`src/rtl/icache_fill_ctrl.sv`:
```
// Stage-1 tag/status array write sequencer: reset/flush sweep, line-refill
// install, and arbitration of lookup reads against those writes.
module icache_fill_ctrl #(
    parameter int unsigned SET_BITS_WIDTH = 4,
    parameter int unsigned NUM_WAYS       = 4,
    parameter int unsigned TAG_WIDTH      = 8,
    parameter int unsigned SA_BITS        = 2
) (
    input  logic                             clk,
    input  logic                             rst,
    input  logic [SET_BITS_WIDTH-1:0]        i_lk_set_addr,
    input  logic                             i_lk_valid,
    output logic                             o_lk_ready,
    input  logic [SET_BITS_WIDTH-1:0]        i_fill_set_addr,
    input  logic [$clog2(NUM_WAYS)-1:0]      i_fill_way,
    input  logic [TAG_WIDTH-1:0]             i_fill_tag,
    input  logic                             i_fill_valid,
    output logic                             o_fill_ready,
    output logic                             o_fill_done,
    input  logic                             i_flush,
    output logic                             o_busy,
    input  logic                             i_s1_ready,
    output logic [SET_BITS_WIDTH-1:0]        o_r_set_addr,
    output logic                             o_r_valid,
    output logic [SET_BITS_WIDTH-1:0]        o_w_ta_set_addr,
    output logic [NUM_WAYS*TAG_WIDTH-1:0]    o_w_ta_data,
    output logic [NUM_WAYS-1:0]              o_w_ta_mask,
    output logic                             o_w_ta_valid,
    output logic [SET_BITS_WIDTH-1:0]        o_w_sa_set_addr,
    output logic [NUM_WAYS*SA_BITS-1:0]      o_w_sa_data,
    output logic [NUM_WAYS-1:0]              o_w_sa_mask,
    output logic                             o_w_sa_valid
);

    localparam int unsigned WAY_BITS = $clog2(NUM_WAYS);
    localparam int unsigned TA_W     = NUM_WAYS * TAG_WIDTH;
    localparam int unsigned SA_W     = NUM_WAYS * SA_BITS;
    localparam logic [SET_BITS_WIDTH-1:0] LAST_SET = '1;

    typedef enum logic [1:0] {
        ST_SWEEP = 2'd0,
        ST_IDLE  = 2'd1,
        ST_FILL  = 2'd2
    } state_t;

    state_t                    state_q, state_d;
    logic [SET_BITS_WIDTH-1:0] sweep_cnt_q, sweep_cnt_d;
    logic                      flush_pend_q, flush_pend_d;
    logic                      fill_done_q;
    logic                      fill_accept;
    logic [SET_BITS_WIDTH-1:0] fill_set_q;
    logic [WAY_BITS-1:0]       fill_way_q;
    logic [TAG_WIDTH-1:0]      fill_tag_q;

    // State, sweep counter, pending flush and registered fill-done pulse
    always_ff @(posedge clk) begin
        if (rst) begin
            state_q      <= ST_SWEEP;
            sweep_cnt_q  <= '0;
            flush_pend_q <= 1'b0;
            fill_done_q  <= 1'b0;
        end else begin
            state_q      <= state_d;
            sweep_cnt_q  <= sweep_cnt_d;
            flush_pend_q <= flush_pend_d;
            fill_done_q  <= (state_q == ST_FILL) && i_s1_ready;
        end
    end

    // Refill request capture; only meaningful while in FILL, so no reset
    always_ff @(posedge clk) begin
        if (fill_accept) begin
            fill_set_q <= i_fill_set_addr;
            fill_way_q <= i_fill_way;
            fill_tag_q <= i_fill_tag;
        end
    end

    // Next-state and output decode; rst blanks every handshake and write
    always_comb begin
        state_d         = state_q;
        sweep_cnt_d     = sweep_cnt_q;
        flush_pend_d    = flush_pend_q;
        fill_accept     = 1'b0;
        o_lk_ready      = 1'b0;
        o_fill_ready    = 1'b0;
        o_r_valid       = 1'b0;
        o_r_set_addr    = '0;
        o_w_ta_valid    = 1'b0;
        o_w_sa_valid    = 1'b0;
        o_w_ta_set_addr = '0;
        o_w_sa_set_addr = '0;
        o_w_ta_data     = '0;
        o_w_sa_data     = '0;
        o_w_ta_mask     = '0;
        o_w_sa_mask     = '0;

        case (state_q)
            ST_SWEEP: begin
                o_w_ta_valid    = 1'b1;
                o_w_sa_valid    = 1'b1;
                o_w_ta_set_addr = sweep_cnt_q;
                o_w_sa_set_addr = sweep_cnt_q;
                o_w_ta_mask     = '1;
                o_w_sa_mask     = '1;
                if (i_s1_ready) begin
                    if (sweep_cnt_q == LAST_SET) begin
                        sweep_cnt_d = '0;
                        state_d     = ST_IDLE;
                    end else begin
                        sweep_cnt_d = sweep_cnt_q + SET_BITS_WIDTH'(1);
                    end
                end
            end
            ST_IDLE: begin
                o_fill_ready = ~flush_pend_q & ~i_flush;
                if (i_flush || flush_pend_q) begin
                    flush_pend_d = 1'b0;
                    state_d      = ST_SWEEP;
                end else if (i_fill_valid) begin
                    fill_accept = 1'b1;
                    state_d     = ST_FILL;
                end else begin
                    o_r_valid    = i_lk_valid & i_s1_ready;
                    o_r_set_addr = i_lk_set_addr;
                    o_lk_ready   = i_s1_ready;
                end
            end
            ST_FILL: begin
                o_w_ta_valid    = 1'b1;
                o_w_sa_valid    = 1'b1;
                o_w_ta_set_addr = fill_set_q;
                o_w_sa_set_addr = fill_set_q;
                o_w_ta_data     = {NUM_WAYS{fill_tag_q}};
                o_w_sa_data     = SA_W'({SA_W{1'b1}});
                o_w_ta_mask     = NUM_WAYS'(1) << fill_way_q;
                o_w_sa_mask     = NUM_WAYS'(1) << fill_way_q;
                if (i_flush) begin
                    flush_pend_d = 1'b1;
                end
                if (i_s1_ready) begin
                    state_d = ST_IDLE;
                end
            end
            default: begin
                state_d = ST_SWEEP;
            end
        endcase

        if (rst) begin
            o_lk_ready   = 1'b0;
            o_fill_ready = 1'b0;
            o_r_valid    = 1'b0;
            o_w_ta_valid = 1'b0;
            o_w_sa_valid = 1'b0;
            o_w_ta_data  = TA_W'(0);
            o_w_ta_mask  = '0;
            o_w_sa_mask  = '0;
        end
    end

    assign o_fill_done = fill_done_q & ~rst;
    assign o_busy      = (state_q == ST_SWEEP) | rst;

endmodule

```
`config.mk`:
```
export PLATFORM = sky130hd
export DESIGN_NAME = icache_fill_ctrl
export DESIGN_NICKNAME = d
export VERILOG_FILES = /design/src/rtl/icache_fill_ctrl.sv
export SDC_FILE = /design/constraint.sdc
export NUM_CORES = 1
export LEC_CHECK = 0
export ABC_AREA = 1
export BUFFER_PORTS_ARGS = -buffer_cell sky130_fd_sc_hd__buf_2
export CAP_MARGIN = 20
export CORE_ASPECT_RATIO = 0.6
export CORE_UTILIZATION = 45
export DETAILED_ROUTE_END_ITERATION = 8
export PLACE_DENSITY = 0.82
export SYNTH_ARGS = -nofsm -noshare
export SYNTH_HDL_FRONTEND = slang
export SYNTH_SLANG_ARGS = --single-unit
```
`constraint.sdc`:
```
create_clock -name clk -period 2.6 [get_ports clk]
set_clock_uncertainty 0.2 [all_clocks]
set_input_delay 0.13 -clock clk [delete_from_list [all_inputs] [get_ports clk]]
set_output_delay 0.13 -clock clk [all_outputs]
set_load 0.005 [all_outputs]
```
==> results.cfg <==
[cts]
clk_pin_slew_worst_paths_ps = 70
cts_tree = built
clkLatencyLatePin_ps = 250
post_cts_buffers = 0
h-tree-depth = 1
cts.sinks = 22
cts-root-buf = clkbuf_8
cts_buffer_depth = 2
numCtsBuffers = 3

[synth]
synth_seq_cells = 22
yosysWarnings = 0
synth_common_cells = buf_4 (41), nand2_1 (32), nor2_1 (21)
synth.cell_area_um2 = 1360
synth_ff_type = edfxtp_1
yosys.area.top_type = edfxtp_1
synth.avg_cell_area_um2 = 8.16
mappedNetlistNets = 192
synth_top_area_share_pct = 30.9
synth_cells = 167
synth_most_common_cell = buf_4
synth-edff-count = 14
synth.distinct_cells = 21
async_reset_ff_share_pct = 0
synthTopCellsByArea = edfxtp_1 (31%), buf_4 (23%), dfxtp_1 (12%), nand2_1 (8.8%), nor2_1 (5.8%)
seq_area_frac_synth_pct = 42.6

[worst_setup_path]
r2r_start = state_q[1]$_SDFFE_PP0P_
crit_buf_inv = 2
crit_family = flip-flops
critPathKind = reg2out
critPathArrivalTime_ps = 1720
r2r_setup_slack_ps = 810
cp_cell_sequence = inv_2 -> nor2_4 -> nand2_1 -> o21ai_0 -> buf_2
critPathCaptureType = output pin
r2r_cells = 3
cp-start-kind = flip-flop
max_stage_delay_ps = 710
path_max_fanout = 16
required_ps = 2270
reg2reg_to = fill_tag_q[3]$_DFFE_PP_
slowest_stage = dfxtp_1

[sta]
finalCriticalPeriod_ps = 2050
hold_violations = 0
slew-limit-headroom_pct = 59.7
fin_crit_sh_pct = 78.7
maxSlewViolCount = 0
worst_pin_slew_ps = 604
fmax_mhz = 489
holdWs_ps = 36.8
fin_tns_setup_ps = 0
setup_viol = 0
rsz0062_at_grt = no

[global_routing]
antenna_found_initial = 0
grt_max_degree = 17
overflow = 0
globalRouteTotalUtil_pct = 16.1
grt_pass1_vias = 912
grt_first_pass_wirelength_um = 3970

[power_and_ir_drop]
seqPwrFrac_pct = 57.1
fin_total_pwr_w = 0.000660
clkPwrFrac_pct = 30.6
internal_power_w = 0.000525
p_leak_nw = 0.956
p_per_area_nw_per_um2 = 374
p_sw_w = 0.000135
power_frac_comb_pct = 12.3
switching_share_pct = 20.4
peakVddDrop_mv = 0.350

[die]
dieWidth_um = 73.0
initial_core_util_pct = 47.5
io_pins = 91
row_count = 15
core_region_area_um2 = 2870
design.die.area_um2 = 3260
die_y_um = 44.6

[min_path]
hold_end = fill_done_q$_SDFF_PP0_
hold_path.class = in2reg
min_path_cells = 3
hp-start = i_s1_ready

[cells_and_area]
layout-drive-gt1-share_pct = 44.3
fill_cells = 263
antenna_cells = 0
area_growth_pct = 29.4
num-nets-final = 261

[drt]
final_antenna_net_count = 0
dr.pass1.iters = 4
drc = 0
vias = 1175
drt_iter0_drc = 27
wl_um = 2700
wire_per_inst_um = 9.76
via_per_inst = 4.24

[placed_design]
dp_hpwl_um = 2050
gp_congestion = 0.788
portBuffers = 90

[run_status]
outcome = completed

[flow_run]
max_cap_viol_count = 0
## layout by cell type, fill, tap and decap left out, types with 3 or more instances in the layout
| master | synthesis | final |
|---|---|---|
| nor2_1 | 21 | 21 |
| nand3_1 | 4 | 4 |
| nand4_1 | 3 | 3 |
| a21oi_1 | 6 | 6 |
| dlygate4sd3_1 | 0 | 17 |
| dfxtp_1 | 8 | 8 |
| edfxtp_1 | 14 | 14 |
| nand2_1 | 32 | 32 |
| inv_1 | 15 | 15 |
| clkbuf_8 | 0 | 3 |
| o21ai_0 | 6 | 6 |
| inv_2 | 4 | 4 |
| buf_2 | 2 | 90 |
## registers in the layout, summed over array words and instances, names as in the netlist
register      flops
fill_done_q       1
fill_set_q        4
fill_tag_q        8
fill_way_q        2
flush_pend_q      1
state_q           2
sweep_cnt_q       4
## power groups by stage
stage               registers [W]  clock network (W)  logic [W]
floorplan                0.000384                  0  0.0000360
global placement         0.000384                  0  0.0000612
detailed placement       0.000384                  0  0.0000617
CTS                      0.000376           0.000212  0.0000814
global route             0.000377           0.000225  0.0000907
finish                   0.000376           0.000202  0.0000812
## final cells by class
cell class	instances	area, um^2	share of cell area (%)
clock inverter	1	3.75	0.213
tap	42	52.6	2.98
clock buffer	3	41.3	2.34
timing repair buffer	107	621	35.2
multi-input combinational	83	393	22.3
inverter	19	71.3	4.05
sequential	22	581	32.9
## worst min-delay path, cell delays in order
cell,delay (ps)
buf_2,130
nand2_1,130
nor3_1,60
## per-layer routing
metal | part of all wire, % | global-route usage [%]
met1 | 50 | 23.1
met2 | 44 | 25.2
met3 | 5.5 | 4.10
met4 | 0 | 2.35
met5 | 0 | 0
## logic make-up (layout without fill, tap and decap cells)
logic type | count (synthesis) | in the layout | share of synthesized area (%)
adders and majority gates | 1 | 1 | 0.918
DFF | 22 | 22 | 42.6
AOI/OAI and AO/OA | 14 | 14 | 5.42
buffers and inverters | 62 | 130 | 28.6
and+or+nand+nor | 68 | 68 | 22.5
## worst max-delay path by stage
stage | end | start | slack [ps] | depth (start not counted)
2_1_floorplan | fill_set_q[0]$_DFFE_PP_ | state_q[0]$_SDFFE_PP0P_ | 1010 | 4
3_3_place_gp | fill_set_q[3]$_DFFE_PP_ | state_q[1]$_SDFFE_PP0P_ | 850 | 3
3_5_place_dp | fill_set_q[0]$_DFFE_PP_ | state_q[1]$_SDFFE_PP0P_ | 810 | 3
4_1_cts | o_w_sa_set_addr[3] | state_q[1]$_SDFFE_PP0P_ | 540 | 5
5_1_grt | o_w_sa_set_addr[0] | state_q[1]$_SDFFE_PP0P_ | 360 | 5
6_report | o_w_sa_set_addr[3] | state_q[1]$_SDFFE_PP0P_ | 550 | 5
## what timing repair did
action / in CTS / in global routing
hold buffers: 17 / 0
endpoints found under the hold margin: 17 / 0
gates resized for setup: 0 / 0
## stage by stage
stage	cell area [um^2]	worst slack (ps)	cells	utilization, %
after floorplan	1360	1010	167	-
after global placement	1550	854	256	53.9
after detailed placement	1550	807	256	53.9
after CTS	1760	537	277	61.4
after global routing	1760	356	277	61.4
final	1760	553	277	61.4
(Power assumes the default switching activity.)
